===== config.mk =====
export PLATFORM = sky130hd
export DESIGN_NAME = theta_tracker
export DESIGN_NICKNAME = d
export VERILOG_FILES = /design/src/rtl/theta_tracker.sv
export SDC_FILE = /design/constraint.sdc
export NUM_CORES = 1
export LEC_CHECK = 0
export CORE_MARGIN = 1
export CORE_UTILIZATION = 63
export DETAILED_ROUTE_END_ITERATION = 6
export GPL_TIMING_DRIVEN = 0
export HOLD_SLACK_MARGIN = 0.06
export PLACE_DENSITY = 0.94
export SETUP_SLACK_MARGIN = 0.1
export SYNTH_ARGS = -nofsm -noshare
export SYNTH_HDL_FRONTEND = slang
export SYNTH_SLANG_ARGS = --single-unit

===== constraint.sdc =====
create_clock -name i_clk -period 10.5 [get_ports i_clk]
set_input_delay 3.15 -clock i_clk [delete_from_list [all_inputs] [get_ports i_clk]]
set_output_delay 3.15 -clock i_clk [all_outputs]
set_load 0.05 [all_outputs]

===== src/rtl/theta_tracker.sv =====
// Rotation-gesture tracker: quantises sign-magnitude vectors into 16 CCW-ordered sectors
// and emits a CW/CCW event after RUN_LEN consecutive same-direction sector steps.
module theta_tracker #(
    parameter int unsigned BITS    = 8,
    parameter int unsigned RUN_LEN = 4,
    parameter int unsigned MIN_MAG = 8,
    parameter int unsigned TIMEOUT = 1024
) (
    input  logic            i_clk,
    input  logic            i_rst_n,
    input  logic            i_clear,
    input  logic            i_valid,
    output logic            o_ready,
    input  logic            i_xSign,
    input  logic            i_ySign,
    input  logic [BITS-1:0] i_x,
    input  logic [BITS-1:0] i_y,
    output logic [3:0]      o_theta,
    output logic            o_theta_valid,
    output logic            o_event_valid,
    output logic            o_event_dir,
    output logic [3:0]      o_run
);

    localparam int unsigned W      = BITS + 3;
    localparam logic [15:0] ToLast = 16'(TIMEOUT - 1);
    localparam logic [3:0]  RunLen = 4'(RUN_LEN);

    typedef enum logic [0:0] {StIdle, StCalc} state_e;

    state_e          state_q, state_d;
    logic            xs_q, xs_d, ys_q, ys_d;
    logic [BITS-1:0] xm_q, xm_d, ym_q, ym_d;
    logic [3:0]      prev_theta_q, prev_theta_d;
    logic            prev_valid_q, prev_valid_d;
    logic [3:0]      run_q, run_d;
    logic            dir_q, dir_d;
    logic [15:0]     to_cnt_q, to_cnt_d;
    logic [3:0]      theta_q, theta_d;
    logic            theta_valid_q, theta_valid_d;
    logic            event_valid_q, event_valid_d;
    logic            event_dir_q, event_dir_d;

    logic            swap, dead, ccw, step, same_dir;
    logic [W-1:0]    px, py;
    logic [1:0]      fine;
    logic [3:0]      theta, diff, run_step;
    logic [BITS-1:0] mag_max;

    assign o_ready = (state_q == StIdle) && !i_clear;

    // Sector quantiser and step classification on the latched vector.
    always_comb begin
        swap     = xs_q ^ ys_q;
        px       = swap ? W'(ym_q) : W'(xm_q);
        py       = swap ? W'(xm_q) : W'(ym_q);
        fine     = 2'((py << 1) > px * W'(5)) + 2'(py > px) + 2'(py * W'(5) > (px << 1));
        theta    = {ys_q, swap, fine};
        mag_max  = (xm_q > ym_q) ? xm_q : ym_q;
        dead     = 32'(mag_max) < MIN_MAG;
        // 4-bit wrap of the difference gives the signed modulo-16 step for free.
        diff     = theta - prev_theta_q;
        ccw      = (diff >= 4'd1) && (diff <= 4'd3);
        step     = ccw || (diff >= 4'd13);
        same_dir = (run_q == 4'd0) || (dir_q == ccw);
        run_step = same_dir ? run_q + 4'd1 : 4'd1;
    end

    always_comb begin
        state_d       = state_q;
        xs_d          = xs_q;
        ys_d          = ys_q;
        xm_d          = xm_q;
        ym_d          = ym_q;
        prev_theta_d  = prev_theta_q;
        prev_valid_d  = prev_valid_q;
        run_d         = run_q;
        dir_d         = dir_q;
        to_cnt_d      = to_cnt_q;
        theta_d       = theta_q;
        theta_valid_d = 1'b0;
        event_valid_d = 1'b0;
        event_dir_d   = event_dir_q;

        if (i_clear) begin
            state_d      = StIdle;
            prev_valid_d = 1'b0;
            run_d        = '0;
            dir_d        = 1'b0;
            to_cnt_d     = '0;
        end else begin
            // Timeout first; a step in the CALC branch below overrides it.
            if (run_q == 4'd0) begin
                to_cnt_d = '0;
            end else if (to_cnt_q == ToLast) begin
                run_d    = '0;
                to_cnt_d = '0;
            end else begin
                to_cnt_d = to_cnt_q + 16'd1;
            end

            unique case (state_q)
                StIdle: begin
                    if (i_valid) begin
                        xs_d    = i_xSign;
                        ys_d    = i_ySign;
                        xm_d    = i_x;
                        ym_d    = i_y;
                        state_d = StCalc;
                    end
                end
                StCalc: begin
                    state_d = StIdle;
                    if (!dead) begin
                        theta_d       = theta;
                        theta_valid_d = 1'b1;
                        prev_theta_d  = theta;
                        if (!prev_valid_q) begin
                            prev_valid_d = 1'b1;
                            run_d        = '0;
                        end else if (step) begin
                            dir_d    = ccw;
                            to_cnt_d = '0;
                            if (run_step == RunLen) begin
                                run_d         = '0;
                                event_valid_d = 1'b1;
                                event_dir_d   = ccw;
                            end else begin
                                run_d = run_step;
                            end
                        end else if (diff != 4'd0) begin
                            run_d    = '0;
                            to_cnt_d = '0;
                        end
                    end
                end
                default: state_d = StIdle;
            endcase
        end
    end

    always_ff @(posedge i_clk or negedge i_rst_n) begin
        if (!i_rst_n) begin
            state_q       <= StIdle;
            xs_q          <= 1'b0;
            ys_q          <= 1'b0;
            xm_q          <= '0;
            ym_q          <= '0;
            prev_theta_q  <= '0;
            prev_valid_q  <= 1'b0;
            run_q         <= '0;
            dir_q         <= 1'b0;
            to_cnt_q      <= '0;
            theta_q       <= '0;
            theta_valid_q <= 1'b0;
            event_valid_q <= 1'b0;
            event_dir_q   <= 1'b0;
        end else begin
            state_q       <= state_d;
            xs_q          <= xs_d;
            ys_q          <= ys_d;
            xm_q          <= xm_d;
            ym_q          <= ym_d;
            prev_theta_q  <= prev_theta_d;
            prev_valid_q  <= prev_valid_d;
            run_q         <= run_d;
            dir_q         <= dir_d;
            to_cnt_q      <= to_cnt_d;
            theta_q       <= theta_d;
            theta_valid_q <= theta_valid_d;
            event_valid_q <= event_valid_d;
            event_dir_q   <= event_dir_d;
        end
    end

    assign o_theta       = theta_q;
    assign o_theta_valid = theta_valid_q;
    assign o_event_valid = event_valid_q;
    assign o_event_dir   = event_dir_q;
    assign o_run         = run_q;

endmodule


Word level (Yosys, flattened, before mapping)

Cells that the tools add are included.

Output and inout bits: 12
Word-level logic and storage cells: 92
Input bits: 22
Register bits: 48

Multiplexer cells: 41
Order comparisons: 8
Add/subtract/negate cells: 5
Bitwise gates (word level): 4
Multiply operators: 2
Reduce and logical (&&, ||, !) cells: 15
Eq/ne operators: 4

Operators by type and width:

| operator                                                           | count |
|---|---|
| 2-to-1 mux 16 bit                                                  | 8 |
| 2-to-1 mux 4 bit                                                   | 10 |
| 2-to-1 mux 8 bit                                                   | 3 |
| multiplier 8 x 3 -> 11 bit (second input constant)                 | 2 |
| 2-to-1 mux 1 bit                                                   | 19 |
| adder 16 x 1 -> 16 bit (second input constant)                     | 1 |
| == test 16 x 10 -> 1 bit (second input constant)                   | 1 |
| greater-than comparator 8 bit                                      | 2 |
| greater-than comparator 11 x 9 -> 1 bit                            | 1 |
| greater-than comparator 9 x 11 -> 1 bit                            | 1 |
| less-than comparator 8 x 4 -> 1 bit (second input constant)        | 1 |
| AND reduction 3 bit                                                | 2 |
| AND reduction 6 bit                                                | 1 |
| nonzero test 2 bit                                                 | 3 |
| adder 4 x 1 -> 4 bit (second input constant)                       | 1 |
| == test 4 x 3 -> 1 bit (second input constant)                     | 1 |
| greater-or-equal comparator 4 x 1 -> 1 bit (second input constant) | 1 |
| greater-or-equal comparator 4 bit (second input constant)          | 1 |
| <= comparator 4 x 2 -> 1 bit (second input constant)               | 1 |
| zero test 4 bit                                                    | 1 |
| AND reduction 4 bit                                                | 1 |
| nonzero test 4 bit                                                 | 1 |
| subtractor 4 bit                                                   | 1 |
| inverter 1 bit                                                     | 3 |
| 10 further kinds                                                   | 12 |

Logic depth before layout (Yosys ltp)

Depth in word-level cells: 19
Gate-level depth with buffers: 29
Gate-level depth less buffers: 26

Worst setup path after synthesis

OpenSTA, ideal clock, no wires.

Kind: in2out
Start: input port i_clear
End: output port o_ready
Buffers on the path: 0
Data arrival time: 3822 ps
Required time: 7350 ps
Cell stages on the path: 1
Slack: 3528 ps
Cell sequence: nor2_1

Longest elaborated chain between the ends: 2

RTL lines:

| element           | RTL line | RTL |
|---|---|---|
| from (decl)       | 11       | `input logic i_clear,` |
| zero test 1 bit   | 50       | `assign o_ready = (state_q == StIdle) && !i_clear;` |
| logical AND 1 bit | 50       |  |
| to (decl)         | 13       | `output logic o_ready,` |

Every way passes these cells.

Final worst setup path

Ends and elaborated chain as after synthesis.

==> out/results.tsv <==
stage	metric	value	unit
drt	residual DRC count	0	
finish	Layout area overhead	14.26	%
placement	Post-DP HPWL	6574	um
outcome	status	complete, no violations	
drt	Detailed Route WL	8547	um
clock_network	H-tree Lvls	2	
worst_setup_path	Reg2Reg Launch Point	ys_q$_DFFE_PN0P_	
worst_setup_path	CP Buf/Inv Count	2	
drt	Antenna Violating Nets Remaining	0	
timing	setup TNS	0	ns
placement	Port Buffers	33	
drt	Detailed Routing Iterations Pass 1	5	
worst_setup_path	critical path cell sequence	clkdlybuf4s50_1 > nor2_1 > clkdlybuf4s50_1	
worst_setup_path	critical path's slowest cell	clkdlybuf4s50_1	
global_routing	total global routing track utilization	0.2925	
timing	clk_skew	0.008549	ns
timing	Slew headroom	0.4709	
synthesis	Unique masters post-synth	54	
drt	initial DRC count	198	
clock_network	post-CTS sizing	0	
timing	Final Hold Vio Count	0	
drt	via count	3350	
global_routing	initial antenna violation count	0	
finish	final net count	543	
floorplanning	initial core utilization	0.6514	
global_routing	largest net degree at the start of global routing	32	
floorplanning	Die Wd	80.01	um
worst_setup_path	crit-path max FO	8	
synthesis	cell area after synthesis	0.003834	mm^2
min_path	hold_sp	o_event_dir$_DFFE_PN0P_	
min_path	HP Class	reg2reg	
timing	period utilization	0.7509	
pwr	worst vdd ir	0.2291	mV
run	# Max-Cap Violations	0	
timing	RSZ-0062 raised after global routing	false	
synthesis	number of synthesized flops with an enable pin	0	
global_routing	grt ovf	0	
floorplanning	die footprint	0.006401	mm^2
worst_setup_path	data required time of the worst path	7.35	ns
floorplanning	Die Y	80.01	um
worst_setup_path	crit-path max cell delay	0.83	ns
timing	post-route minimum period	7.885	ns
clock_network	CTS Buffer Depth	2	
clock_network	root buffer cell	clkbuf_8	
pwr	P_leak	0.002041	uW
clock_network	clk sinks	48	
finish	Fill cells	410	
worst_setup_path	r2r setup slk	3.18	ns
clock_network	CTS tree	built	
drt	Wirelength per Cell	15.60	um
timing	Worst Tran Pin Value	0.7921	ns
global_routing	number of global-route vias before repair	3400	
worst_setup_path	Critical Path Source Type	input port	
clock_network	Worst-path clk slew	0.09	ns
floorplanning	Core Footprint	0.005886	mm^2
min_path	hold path cells	1	
synthesis	top_reg_cell synth	dfrtp_1	
timing	max-slew violations	0	
timing	Fmax achieved	126.8	MHz
timing	final setup vio count	0	
finish	share of layout cells above drive strength 1	0.06131	
clock_network	cts hold-fix bufs	0	
finish	diodes inserted	0	
worst_setup_path	Worst Setup End Kind	output pin	
clock_network	worst skew pair latency	0.31	ns
worst_setup_path	cell family with most CP delay	buffers and inverters	
worst_setup_path	r2r endpoint	o_event_dir$_DFFE_PN0P_	
worst_setup_path	R2R cell count	25	
finish	commonest cells after routing, fill and taps aside	nor2_1 (48), dfrtp_1 (48), ha_1 (45), nand2_1 (42), clkdlybuf4s50_1 (32)	
clock_network	setup bufs post-CTS	0	
placement	GPL Wtd Cong	0.9259	
floorplanning	Ports	34	
synthesis	register area share after synthesis	0.3133	
floorplanning	# rows	28	
synthesis	Synthesized Nets	502	
synthesis	Gate Count Post-Synth	431	
worst_setup_path	worst endpoint data arrival time	4.73	ns
worst_setup_path	Top cell by count, worst path	clkdlybuf4s50_1	
global_routing	first-pass GRT wire length	14680	um
clock_network	CTS Buf Count	5	
worst_setup_path	WS Path Type	in2out	
synthesis	#FFs+latches synth	48	
synthesis	syn avg cell area	8.895	um^2
synthesis	ys async rst share	1.000	
synthesis	Syn. warnings	0	
pwr	PD cells	300.5	mW/mm^2
drt	Vias/cell	6.113	
min_path	WHS Endpoint	o_event_dir$_DFFE_PN0P_	
pwr	total chip power	1316	uW
[logic make-up after synthesis]
logic type	count (synthesis)	synth area share
AND/OR/NAND/NOR	150	0.1867
flip-flops	48	0.3133
buffers and inverters	39	0.03949
adder cells (fa/ha/maj)	50	0.1704
multiplexers	13	0.03786
XOR/XNOR	39	0.09465
AO/OA/AOI/OAI	92	0.1576
[report_power, final]
part / switching, uW / internal, uW
Combinational: 543 / 406
Clock: 63.5 / 70.8
Sequential: 26.6 / 206
[through the flow]
step	setup WS, ns	utilization	hold WS, ns	instances	cell area [um^2]
CTS	2.622	0.7443	0.4955	548	4380
floorplan	3.528	-	0.4473	431	3834
global placement	2.661	0.7234	0.4656	539	4258
detailed placement	2.624	0.7260	0.4749	540	4273
finish	2.615	0.7443	0.4952	548	4380
global route	2.520	0.7443	0.5101	548	4380
[area by class of cell]
cell class / instances / area, um^2 / share of cell area
multi-input combinational: 344 / 2481 / 0.5664
inverter: 31 / 116.4 / 0.02656
clock buffer: 6 / 72.57 / 0.01657
sequential: 48 / 1201 / 0.2742
tap: 75 / 93.84 / 0.02142
clock inverter: 2 / 35.03 / 0.007998
timing repair buffer: 34 / 345.3 / 0.07883
buffer: 8 / 35.03 / 0.007998
[metal layers]
metal | global-route usage | share of wire | vias to the layer above
met3 | 0.04229 | 0.056 | 17
met4 | 0.08750 | 0.016 | 0
met2 | 0.5607 | 0.53 | 140
met1 | 0.3302 | 0.40 | 1592
met5 | 0 | 0 | -
li1 | - | - | 1601
[sequential cells by signal, indices dropped and copies added (netlist names), 4 cells and up]
| name | count |
|---|---|
| o_run | 4 |
| xm_q | 8 |
| o_theta | 4 |
| ym_q | 8 |
| to_cnt_q | 16 |
[worst max path at each step]
| stage | from | end | slack (ns) | depth (start not counted) |
|---|---|---|---|---|
| 4_1_cts | i_clear | o_ready | 2.62 | 3 |
| 3_3_place_gp | i_clear | o_ready | 2.66 | 3 |
| 2_1_floorplan | i_clear | o_ready | 3.53 | 1 |
| 6_report | i_clear | o_ready | 2.62 | 3 |
| 3_5_place_dp | i_clear | o_ready | 2.62 | 3 |
| 5_1_grt | ys_q$_DFFE_PN0P_ | o_event_dir$_DFFE_PN0P_ | 2.52 | 25 |
[cells in the mapped netlist (all sizes together) (3+ instances only)]
cell    instances  share of area
nor2           48          0.047
inv            31          0.030
nor3            6         0.0078
xor2           21          0.050
o211ai          5         0.0098
fa              4          0.021
or4             3         0.0059
clkbuf          6         0.0059
nand4          10          0.016
o21ai          22          0.030
and3            8          0.013
o21bai          6          0.012
o22ai           3         0.0049
mux2           12          0.035
xnor2          17          0.039
a21o            5         0.0098
a21boi          3         0.0069
nand3          13          0.017
dfrtp          48           0.31
ha             45           0.15
o21a            4         0.0078
a211oi          4         0.0078
or3             4         0.0065
nand2          42          0.041
nor2b           8          0.013
a21oi          26          0.034
o31ai           3         0.0059
(Power assumes the default switching activity.)
==> variant, RTL diff (same flow settings) <==
The parameter `BITS` goes from 8 to 10.
--- a/src/rtl/theta_tracker.sv
+++ b/src/rtl/theta_tracker.sv
@@ -1,7 +1,7 @@
 // Rotation-gesture tracker: quantises sign-magnitude vectors into 16 CCW-ordered sectors
 // and emits a CW/CCW event after RUN_LEN consecutive same-direction sector steps.
 module theta_tracker #(
-    parameter int unsigned BITS    = 8,
+    parameter int unsigned BITS    = 10,
     parameter int unsigned RUN_LEN = 4,
     parameter int unsigned MIN_MAG = 8,
     parameter int unsigned TIMEOUT = 1024
Interface: changed (resized i_x and i_y); port bits go from 34 to 38. No check against the original RTL was run, so the function may have changed too.
==> variant against the unedited design <==
First-iteration DRC count rose by 31%; sequential cell count rose by 4; worst setup slack got worse by 1.1 ns; synthesized area rose by 17%; design area rose by 16%; routed wire length rose by 23%; largest cell class unchanged; register-to-register slack got worse by 1.7 ns; total power rose by 17%; synthesized cell count rose by 17%; maximum frequency fell by 13%; highest routed layer unchanged; global-route usage rose by 0.14 points.
==> variant: results <==
metrics = {
    "status": {
        "status": "complete, no violations",
    },
    "setup_path": {
        "path_max_fanout": 10,
        "cp_slowest_cell": "o32ai_1",
        "slowest_delay_ns": 0.73,
        "critical_path_class": "flop to flop",
    },
    "layout": {
        "top_regs": "to_cnt_q: 16 flops, xm_q: 10 flops, ym_q: 10 flops",
        "seq_area_share_pct": 25.6,
        "nNonClkBuffers": 51,
        "multi_input_gates": 394,
        "multi_input_area_um2": 2940,
        "clock_area_share_pct": 1.90,
        "nonClkBufAreaFrac_pct": 8.86,
        "fillers": 459,
    },
    "routing": {
        "wl_met2_um": 5300,
        "via_per_inst": 6.06,
        "m1WireLength_um": 4550,
        "drt_wl_total_um": 10500,
        "drt-initial-drc-count": 260,
    },
    "logic_synthesis": {
        "synth_compound_area_share_pct": 16.4,
        "ys_seq_area_share_pct": 29.0,
        "synthAdderAreaFrac_pct": 16.2,
        "synth_fp_nets": 587,
    },
    "placement": {
        "io_buffers": 36,
    },
    "power_and_ir_drop": {
        "pwr-share-clk_pct": 7.9,
        "seq_power_mw": 0.247,
        "p_leak_nw": 2.27,
    },
    "grt": {
        "grt_util_met3_pct": 4.86,
        "grtUsageMet2_pct": 51.9,
        "met1_usage_pct": 37.5,
    },
    "floorplan": {
        "dieArea_um2": 7470,
    },
    "min_path": {
        "min_from": "to_cnt_q[0]",
        "hold_end": "to_cnt_q[0]",
    },
    "sta": {
        "skew_ns": 0.00693,
    },
}
## variant: cell types whose count changed in the layout (fill, tap and decap cells not counted), sizes merged, moves of 6 or more
cell | unedited run | this run
mux2 | 12 | 20
o21ai | 22 | 34
nand2 | 42 | 33
inv | 31 | 47
ha | 45 | 51
mux2i | 1 | 9
## variant: worst max-delay path: cells and delay by family (launching register included)
| family | cells | cell delay (ns) |
|---|---|---|
| AO/OA/AOI/OAI | 13 | 3.71 |
| XOR/XNOR | 3 | 0.62 |
| adder cells (fa/ha/maj) | 5 | 1.72 |
| buffers and inverters | 9 | 1.57 |
| flip-flops | 1 | 0.44 |
| AND/OR/NAND/NOR | 8 | 0.82 |
## variant: per-stage QoR
stage               power, mW  setup WS, ns  util, %  cells  hold slack, ns
global placement         1.31          2.02     72.8    638           0.473
finish                   1.54          1.47     74.4    647           0.531
floorplan                1.14          3.04        -    506           0.455
detailed placement       1.39          1.71     73.0    639           0.485
global route             1.68         0.798     74.4    647           0.546
CTS                      1.52          1.64     74.4    647           0.524
